File: src/rtl/instruction_cache_pkg.sv
// Shared definitions for the direct-mapped instruction cache: FSM states,
// geometry constants and the fetch-address field helpers.
package instruction_cache_pkg;

   localparam int DEFAULT_INDEX_BITS = 3;
   localparam int BYTE_OFFSET_BITS   = 4;
   localparam int WORD_SEL_BITS      = 2;
   localparam int LINE_ADDR_BITS     = 32 - BYTE_OFFSET_BITS;
   localparam int LINE_BITS          = 128;
   localparam logic [31:0] NOP_INSTR = 32'h0000_0013;

   typedef enum logic [1:0] {IDLE, FETCH, FILL} state_t;

   function automatic logic [LINE_ADDR_BITS-1:0] line_address(input logic [31:0] address);
      return address[31:BYTE_OFFSET_BITS];
   endfunction

   function automatic logic [WORD_SEL_BITS-1:0] word_offset(input logic [31:0] address);
      return address[BYTE_OFFSET_BITS-1:2];
   endfunction

   // Word 0 of a line sits in the least significant 32 bits.
   function automatic logic [31:0] select_word(input logic [LINE_BITS-1:0] line,
                                               input logic [WORD_SEL_BITS-1:0] offset);
      return line[offset*32 +: 32];
   endfunction

endpackage

File: src/rtl/instruction_cache_if.sv
// Fetch-side and main-memory-side signals of the instruction cache.
// The cache is the slave; the IF stage plus memory form the master side.
interface instruction_cache_if;
   import instruction_cache_pkg::*;

   logic                      read;
   logic [31:0]               address;
   logic                      flush;
   logic [31:0]               instruction;
   logic                      busywait;
   logic                      mem_read;
   logic [LINE_ADDR_BITS-1:0] mem_address;
   logic [LINE_BITS-1:0]      mem_readdata;
   logic                      mem_busywait;

   modport slave (
      input  read, address, flush, mem_readdata, mem_busywait,
      output instruction, busywait, mem_read, mem_address
   );

   modport master (
      output read, address, flush, mem_readdata, mem_busywait,
      input  instruction, busywait, mem_read, mem_address
   );

endinterface

File: src/rtl/instruction_cache_line_store.sv
// Valid/tag/data arrays for the cache lines: combinational read port,
// one write port used by refills, and a bulk valid clear for fence.i.
module icache_line_store
   import instruction_cache_pkg::*;
#(
   parameter int INDEX_BITS = DEFAULT_INDEX_BITS,
   parameter int TAG_BITS   = LINE_ADDR_BITS - DEFAULT_INDEX_BITS
)(
   input  logic                  clk,
   input  logic                  reset,
   input  logic [INDEX_BITS-1:0] rd_index,
   output logic                  rd_valid,
   output logic [TAG_BITS-1:0]   rd_tag,
   output logic [LINE_BITS-1:0]  rd_data,
   input  logic                  wr_en,
   input  logic [INDEX_BITS-1:0] wr_index,
   input  logic [TAG_BITS-1:0]   wr_tag,
   input  logic [LINE_BITS-1:0]  wr_data,
   input  logic                  clear
);

   localparam int LINES = 1 << INDEX_BITS;

   logic [LINES-1:0]     valid;
   logic [TAG_BITS-1:0]  tags [LINES];
   logic [LINE_BITS-1:0] lines [LINES];

   // Only the valid bits need resetting; stale tags/data are never trusted.
   always_ff @(posedge clk) begin
      if (!reset) begin
         valid <= '0;
      end else begin
         if (clear) valid <= '0;
         if (wr_en) valid[wr_index] <= 1'b1;
      end
   end

   always_ff @(posedge clk) begin
      if (wr_en) begin
         tags[wr_index]  <= wr_tag;
         lines[wr_index] <= wr_data;
      end
   end

   assign rd_valid = valid[rd_index];
   assign rd_tag   = tags[rd_index];
   assign rd_data  = lines[rd_index];

endmodule

File: src/rtl/instruction_cache.sv
// Direct-mapped read-only instruction cache with 16-byte lines; reset is
// synchronous and active-low. Misses refill a whole line from main memory.
module instruction_cache
   import instruction_cache_pkg::*;
#(
   parameter int          INDEX_BITS = DEFAULT_INDEX_BITS,
   parameter logic [31:0] NOP_INSTR  = instruction_cache_pkg::NOP_INSTR
)(
   input  logic                 clk,
   input  logic                 reset,
   instruction_cache_if.slave   bus
);

   localparam int TAG_BITS = LINE_ADDR_BITS - INDEX_BITS;

   state_t                    state, next_state;
   logic [LINE_ADDR_BITS-1:0] cur_line, miss_line;
   logic [INDEX_BITS-1:0]     cur_index;
   logic [TAG_BITS-1:0]       cur_tag;
   logic                      rd_valid;
   logic [TAG_BITS-1:0]       rd_tag;
   logic [LINE_BITS-1:0]      rd_data, fill_data;
   logic                      hit;

   assign cur_line  = line_address(bus.address);
   assign cur_index = cur_line[INDEX_BITS-1:0];
   assign cur_tag   = cur_line[LINE_ADDR_BITS-1:INDEX_BITS];
   assign hit       = (state == IDLE) && bus.read && rd_valid && (rd_tag == cur_tag);

   icache_line_store #(
      .INDEX_BITS (INDEX_BITS),
      .TAG_BITS   (TAG_BITS)
   ) line_store (
      .clk      (clk),
      .reset    (reset),
      .rd_index (cur_index),
      .rd_valid (rd_valid),
      .rd_tag   (rd_tag),
      .rd_data  (rd_data),
      .wr_en    (state == FILL),
      .wr_index (miss_line[INDEX_BITS-1:0]),
      .wr_tag   (miss_line[LINE_ADDR_BITS-1:INDEX_BITS]),
      .wr_data  (fill_data),
      .clear    ((state == IDLE) && bus.flush)
   );

   always_ff @(posedge clk) begin
      if (!reset) state <= IDLE;
      else        state <= next_state;
   end

   // The refill works from the latched line address, so PC churn during a miss is harmless.
   always_ff @(posedge clk) begin
      if ((state == IDLE) && bus.read && !hit) miss_line <= cur_line;
      if ((state == FETCH) && !bus.mem_busywait) fill_data <= bus.mem_readdata;
   end

   always_comb begin
      next_state = state;
      case (state)
         IDLE:    if (bus.read && !hit)  next_state = FETCH;
         FETCH:   if (!bus.mem_busywait) next_state = FILL;
         FILL:                           next_state = IDLE;
         default:                        next_state = IDLE;
      endcase
   end

   always_comb begin
      bus.instruction = NOP_INSTR;
      bus.busywait    = 1'b0;
      bus.mem_read    = 1'b0;
      if (reset) begin
         case (state)
            IDLE: begin
               if (hit)           bus.instruction = select_word(rd_data, word_offset(bus.address));
               else if (bus.read) bus.busywait    = 1'b1;
            end
            FETCH: begin
               bus.mem_read = 1'b1;
               bus.busywait = 1'b1;
            end
            FILL:    bus.busywait = 1'b1;
            default: bus.busywait = 1'b0;
         endcase
      end
   end

   assign bus.mem_address = miss_line;

endmodule

File: src/flat_wrapper.sv
// flat-port wrapper written by rule: the top's interface ports become plain ports
module instruction_cache_flat import instruction_cache_pkg::*;
#(
   parameter int          INDEX_BITS = DEFAULT_INDEX_BITS,
   parameter logic [31:0] NOP_INSTR  = instruction_cache_pkg::NOP_INSTR
)
  (clk, reset, bus_read, bus_address, bus_flush, bus_mem_readdata, bus_mem_busywait, bus_instruction, bus_busywait, bus_mem_read, bus_mem_address);
  instruction_cache_if bus_i ();
  input  logic clk;
  input  logic reset;
  input wire logic [$bits(bus_i.read)-1:0] bus_read;
  input wire logic [$bits(bus_i.address)-1:0] bus_address;
  input wire logic [$bits(bus_i.flush)-1:0] bus_flush;
  input wire logic [$bits(bus_i.mem_readdata)-1:0] bus_mem_readdata;
  input wire logic [$bits(bus_i.mem_busywait)-1:0] bus_mem_busywait;
  output wire logic [$bits(bus_i.instruction)-1:0] bus_instruction;
  output wire logic [$bits(bus_i.busywait)-1:0] bus_busywait;
  output wire logic [$bits(bus_i.mem_read)-1:0] bus_mem_read;
  output wire logic [$bits(bus_i.mem_address)-1:0] bus_mem_address;
  assign bus_i.read = bus_read;
  assign bus_i.address = bus_address;
  assign bus_i.flush = bus_flush;
  assign bus_i.mem_readdata = bus_mem_readdata;
  assign bus_i.mem_busywait = bus_mem_busywait;
  assign bus_instruction = bus_i.instruction;
  assign bus_busywait = bus_i.busywait;
  assign bus_mem_read = bus_i.mem_read;
  assign bus_mem_address = bus_i.mem_address;
  instruction_cache #(.INDEX_BITS(INDEX_BITS), .NOP_INSTR(NOP_INSTR)) u_core (.clk(clk), .reset(reset), .bus(bus_i));
endmodule
File: config.mk
export PLATFORM = sky130hd
export DESIGN_NAME = instruction_cache_flat
export DESIGN_NICKNAME = d
export VERILOG_FILES = /design/src/rtl/instruction_cache_pkg.sv /design/src/rtl/instruction_cache_if.sv /design/src/rtl/instruction_cache_line_store.sv /design/src/rtl/instruction_cache.sv /design/src/flat_wrapper.sv
export SDC_FILE = /design/constraint.sdc
export NUM_CORES = 1
export LEC_CHECK = 0
export CAP_MARGIN = 20
export CORE_AREA = 5 5 336 338
export CTS_BUF_LIST = sky130_fd_sc_hd__clkbuf_16
export DETAILED_ROUTE_END_ITERATION = 7
export DIE_AREA = 0 0 341 343
export PLACE_DENSITY = 0.65
export SETUP_SLACK_MARGIN = 0.4
export SLEW_MARGIN = 20
export SYNTH_ARGS = -nofsm -noshare
export SYNTH_HDL_FRONTEND = slang
export SYNTH_SLANG_ARGS = --single-unit
File: constraint.sdc
create_clock -name clk -period 15.1 [get_ports clk]
set_clock_uncertainty 0.1 [all_clocks]
set_input_delay 4.53 -clock clk [delete_from_list [all_inputs] [get_ports clk]]
set_output_delay 4.53 -clock clk [all_outputs]
set_load 0.05 [all_outputs]
Word-level counts from Yosys, hierarchy flattened
Memory sizes are Yosys's and may differ from the RTL's.
Index checks and enable logic that the tools add are counted.

word-level totals
  memory bits (writable) = 1224
  word-level logic and storage cells = 50
  bits in registers = 166
  memories = 2

operators by class
  reductions and logical operators = 13
  shift operators = 1
  bitwise operators = 1
  equality and inequality tests = 5
  $lt $le $gt $ge = 3
  muxes and demuxes = 21

memories
  memory                   depth  bits a word  read ports  clocked after memory_dff  wr ports  RTL line                            text
  u_core.line_store.lines  8      128          1           0                         1         instruction_cache_line_store.sv:26  logic [LINE_BITS-1:0] lines [LINES];
  u_core.line_store.tags   8      25           1           0                         1         instruction_cache_line_store.sv:25  logic [TAG_BITS-1:0] tags [LINES];

operators by type and width
  kind                                                 count
  indexed part select 128 x 8 -> 32 bit                1
  two-way mux 32 bit                                   3
  equality test 25 bit                                 1
  two-way mux 8 bit                                    3
  two-way mux 1 bit                                    9
  logical AND 1 bit                                    8
  < comparator 3 x 4 -> 1 bit, second input constant   2
  OR 8 bit                                             1
  two-way mux 2 bit                                    2
  inequality test 2 bit, second input constant         2
  one-hot mux 2 bit (2 select lines)                   1
  binary-select mux 1 bit (select 3 bit)               1
  demux 1 bit (select 3 bit)                           1
  >= comparator 3 x 1 -> 1 bit, second input constant  1
  equality test 2 x 1 -> 1 bit, second input constant  1
  equality test 2 bit, second input constant           1
  zero test 1 bit                                      2
  zero test 2 bit                                      1
  one-hot mux 1 bit (2 select lines)                   1
  AND reduction 2 bit                                  1
  OR reduction 2 bit                                   1

Depth between registers and ports, before layout
  depth in word-level cells = 8
  mapped depth = 14
  depth with buffers taken out = 9

Cells and area by module
Synthesis repeated with hierarchy kept, for this count alone.

unflattened totals
  cell total of the unflattened synthesis = 2098
  area, all modules = 52435.3 sq um

by module, submodules not included
  module             cells an instance  instances  seq. area each (sq um)  area each (sq um)
  icache_line_store  1807               1          36915.4                 46266.9
  instruction_cache  291                1          4724.5                  6168.4

Worst setup path before layout
Ideal clock, no wire load.

  path kind = input -> output
  start point = input port bus_address[6]
  end point = output port bus_busywait
  cell stages on the path = 10
  setup slack = 2609 ps
  arrival = 7861 ps
  path through = buf_2 buf_1 mux4_2 and2_0 nor2_1 xnor2_1 nor4b_2 nand4_1 nor2b_1 o211a_1

on the way
  longest elaborated chain between the ends = 7
  elaborated cells between the ends (all ways) = 9

RTL lines
  element                                                           RTL line                 text
  start: declaration                                                flat_wrapper.sv:12       input wire logic [$bits(bus_i.address)-1:0] bus_address;
  branches (longest 3 deep; another with memory read (8 x 25 bit))  -
  logical AND 1 bit *                                               instruction_cache.sv:28  assign hit = (state == IDLE) && bus.read && rd_valid && (rd_tag == cur_tag);
  two-way mux 1 bit *                                               instruction_cache.sv:75  if (hit) bus.instruction = select_word(rd_data, word_offset(bus.address));
  one-hot mux 1 bit (2 select lines) *                              instruction_cache.sv:73  case (state)
  two-way mux 1 bit *                                               instruction_cache.sv:72  if (reset) begin
  end: declaration                                                  flat_wrapper.sv:17       output wire logic [$bits(bus_i.busywait)-1:0] bus_busywait;

Mark *: on every way between the ends. The select of a mux whose other input is x is not followed.

Worst setup path in the final report
  start point = input port bus_address[6]
  end point = output port bus_instruction[19]

on the way
  longest elaborated chain between the ends = 7
  elaborated cells between the ends (all ways) = 11

RTL lines
  element                                                            RTL line                 text
  branches (longest 4 deep; another with memory read (8 x 128 bit))  -
  two-way mux 32 bit *                                               instruction_cache.sv:75
  two-way mux 32 bit *                                               instruction_cache.sv:73
  two-way mux 32 bit *                                               instruction_cache.sv:72
  end: declaration                                                   flat_wrapper.sv:16       output wire logic [$bits(bus_i.instruction)-1:0] bus_instruction;

Marked as above.

==> flow_metrics.py <==
metrics = {
    "timing": {
        "setup-violations-final": 0,
        "slew_viol_final": 0,
        "hold_violations": 0,
        "fin_crit_ns": 13.42,
        "rsz0062_at_grt": "false",
        "slew_headroom_pct": 27.46,
        "tns_ns": 0,
        "post-route-period-util_pct": 88.90,
        "fin_hold_ws_ns": 0.4257,
        "clock.fmax_mhz": 74.49,
        "worstMarginPinSlew_ns": 1.088,
        "setup_slack_ns": 1.676,
    },
    "place": {
        "place.gp.congestion": 0.7768,
        "pre_cts_ws_ns": 1.596,
        "hpwl_mm": 58.83,
        "port_buffers": 224,
        "place_area_sq_mm": 0.05605,
    },
    "synth": {
        "async_flop_share_pct": 0,
        "syn-cell-area_sq_mm": 0.05205,
        "synth_edf_count": 1380,
        "avgSynthCellArea_sq_um": 24.61,
        "ys_ff_latch": 1390,
        "synth_flop_cell": "edfxtp_1",
        "ys_warn_count": 0,
        "synth_nets": 2286,
        "ys_seq_area_share_pct": 80.00,
        "syn_inst": 2115,
        "ys_types": 46,
    },
    "floorplanning": {
        "start_util_pct": 47.42,
        "coreArea_sq_mm": 0.1098,
        "pin_count": 227,
        "rows": 122,
        "die_area_sq_mm": 0.1170,
        "die_y_um": 343,
        "die_x_um": 341,
    },
    "worst_hold_path": {
        "holdPathStages": 2,
        "hp-start": "u_core.line_store.valid[3]",
        "min_to": "u_core.line_store.valid[3]",
        "min_path_type": "register to register",
    },
    "clocking": {
        "cts_max_level": 4,
        "cts_setup_buffers": 0,
        "cts_tree": "done",
        "cts_root_buffer": "clkbuf_16",
        "cts_hold_buf": 0,
        "cts.sinks": 1390,
        "clk_latency_ns": 0.72,
        "clockBufferDepth": 3,
        "clkSlewWorstSetupHoldPaths_ns": 0.05,
        "cts_buffers": 142,
        "cts_resized": 0,
    },
    "routing": {
        "drt-initial-drc-count": 1950,
        "wl_mm": 112.1,
        "num_vias": 22824,
        "antenna_left": 0,
        "wl_per_cell_um": 28.41,
        "via_per_inst": 5.786,
        "dr.pass1.iters": 4,
        "drc_errors": 0,
    },
    "worst_setup_path": {
        "critical_path.max_stage_delay_ns": 0.84,
        "path_buf_inv": 2,
        "r2r_setup_slack_ns": 11.68,
        "worstReg2RegEnd": "u_core.line_store.lines[5][54]",
        "path_cells": "buf_6 > mux4_2 > mux2i_1 > xor2_1 > nand4_1 > nor4b_2 > nand4_1 > or2_2 > nor2_1 > clkdlybuf4s50_1",
        "slowest_stage": "clkdlybuf4s50_1",
        "r2r_start": "u_core.state[0]",
        "end_kind": "output port",
        "worstPathMaxFanout": 70,
        "required_ns": 10.47,
        "reg2reg_depth": 6,
        "cp_top_family": "simple AND/OR/NAND/NOR gates",
        "critPathLaunchType": "input pin",
        "path_depth": 10,
        "critPathArrivalTime_ns": 8.79,
        "crit_top_cell": "nand4_1",
        "crit_type": "input pin to output port",
    },
    "cells_and_area": {
        "multiInputGateArea_sq_mm": 0.009986,
        "fin_area_sq_mm": 0.06046,
        "seq_area_sq_mm": 0.04164,
        "fillCellCount": 8018,
        "drive_gt1_share_pct": 24.31,
        "area_growth_syn_to_layout_pct": 16.17,
        "final_nets": 2588,
    },
    "power_and_ir_drop": {
        "power_leakage_nw": 19.04,
        "ir_drop_mv": 0.1002,
        "p_per_area_mw_per_mm2": 143.0,
        "power_w": 0.008647,
    },
    "global_routing": {
        "grt_usage_pct": 19.23,
        "antenna_found_initial": 2,
        "grt_pass1_wl_mm": 164.0,
        "gr-total-overflow": 0,
        "grt_pass1_vias": 24672,
        "grt_start_max_net_pins": 129,
    },
    "flow_run": {
        "maxCapViolCount": 0,
    },
    "status": {
        "status": "finished clean",
    },
}
## worst max-delay path by stage
stage / slack, ns / end / from
after floorplan: 2.61 / bus_busywait / bus_address[6]
after global placement: 1.62 / bus_instruction[1] / bus_address[6]
after detailed placement: 1.60 / bus_instruction[19] / bus_address[6]
after CTS: 1.56 / bus_instruction[19] / bus_address[6]
after global routing: 1.35 / bus_instruction[15] / bus_address[4]
final: 1.68 / bus_instruction[19] / bus_address[6]
## worst min-delay path: cells and delay by family, from the launching register on
family,cells,cell delay [ns]
flops,1,0.33
compound gates,1,0.07
simple gates,1,0.10
## cells by family after synthesis
group / Yosys count / synth area share (%)
AOI/OAI and AO/OA: 46 / 0.6346
xor gates and xnor gates: 18 / 0.3029
adders and majority gates: 6 / 0.1442
buffers and inverters: 101 / 0.9375
DFF: 1390 / 80.00
muxes: 445 / 16.89
and+or+nand+nor: 109 / 1.089
## metal layers
metal | global-route usage, % | up-vias | routed length, um
met4 | 5.166 | 2 | 2401
met1 | 25.14 | 12257 | 45260
met3 | 4.922 | 159 | 7304
met2 | 32.56 | 719 | 57090
li1 | - | 9687 | -
met5 | 0 | - | 7
## power by group
part	switching [W]	leakage [nW]	internal (W)
Sequential	0.000160	12.5	0.00458
Combinational	0.000374	4.21	0.000232
Clock	0.00138	2.30	0.00192
## cell usage in the layout (no fill, tap or decap), types with 3 or more instances in the layout
cell type / count
edfxtp_1: 1380
mux4_2: 344
clkdlybuf4s50_1: 219
clkbuf_16: 145
mux2i_1: 75
inv_1: 39
nor2_1: 33
mux2_2: 26
clkinv_2: 20
buf_4: 20
clkinv_1: 19
nor2b_1: 14
nand2_1: 13
buf_12: 12
o22ai_1: 11
xor2_1: 11
bufinv_16: 11
dfxtp_1: 10
a21oi_1: 8
xnor2_1: 7
nand4_1: 7
inv_6: 7
nand2b_1: 6
nor2_4: 6
ha_1: 6
a221oi_1: 5
a22o_1: 5
or3_1: 5
o21ai_0: 5
nand3_1: 5
nor4_1: 4
a211o_1: 3
clkinvlp_4: 3
## per-stage QoR
step / utilization (%) / cells
2_1_floorplan: - / 2115
3_3_place_gp: 51.07 / 3699
3_5_place_dp: 51.07 / 3699
4_1_cts: 55.09 / 3944
5_1_grt: 55.09 / 3944
6_report: 55.09 / 3945
## layout make-up
class | count | area share (%)
Clock inverter | 100 | 1.287
Clock buffer | 145 | 6.001
Timing Repair Buffer | 255 | 4.348
Multi-Input combinational cell | 624 | 16.52
Sequential cell | 1390 | 68.87
Tap cell | 1426 | 2.951
Antenna cell | 1 | 0.004139
Inverter | 4 | 0.02483
## flip-flops by register name (all words and copies together), names as in the netlist
name,flops
u_core.line_store.lines,1024
u_core.line_store.tags,200
u_core.fill_data,128
u_core.bus.mem_address,28
u_core.line_store.valid,8
u_core.state,2
## synthesized netlist by cell type (2+ instances only)
master,instances,area share (%)
clkbuf_1,41,0.30
xor2_1,11,0.19
buf_2,36,0.35
dfxtp_1,10,0.38
nand2b_1,6,0.072
nand3_1,5,0.048
inv_1,4,0.029
buf_1,10,0.072
xnor2_1,7,0.12
a22oi_1,2,0.029
nand2_1,13,0.094
ha_1,6,0.14
a21bo_2,2,0.038
nor2_1,39,0.28
nand4_1,7,0.084
o22a_1,2,0.034
o22ai_1,11,0.13
mux4_2,344,15
buf_4,4,0.058
a221oi_1,5,0.084
nor3_1,2,0.019
nor2b_1,16,0.19
and3_1,2,0.024
mux2i_1,75,1.4
a21oi_1,8,0.077
mux2_2,26,0.56
nand3b_1,2,0.029
edfxtp_1,1380,80
a211o_1,3,0.050
or3_1,5,0.060
o21ai_0,5,0.048
nor4_1,4,0.048
buf_6,5,0.11
a22o_1,5,0.084
(Power assumes the default switching activity.)
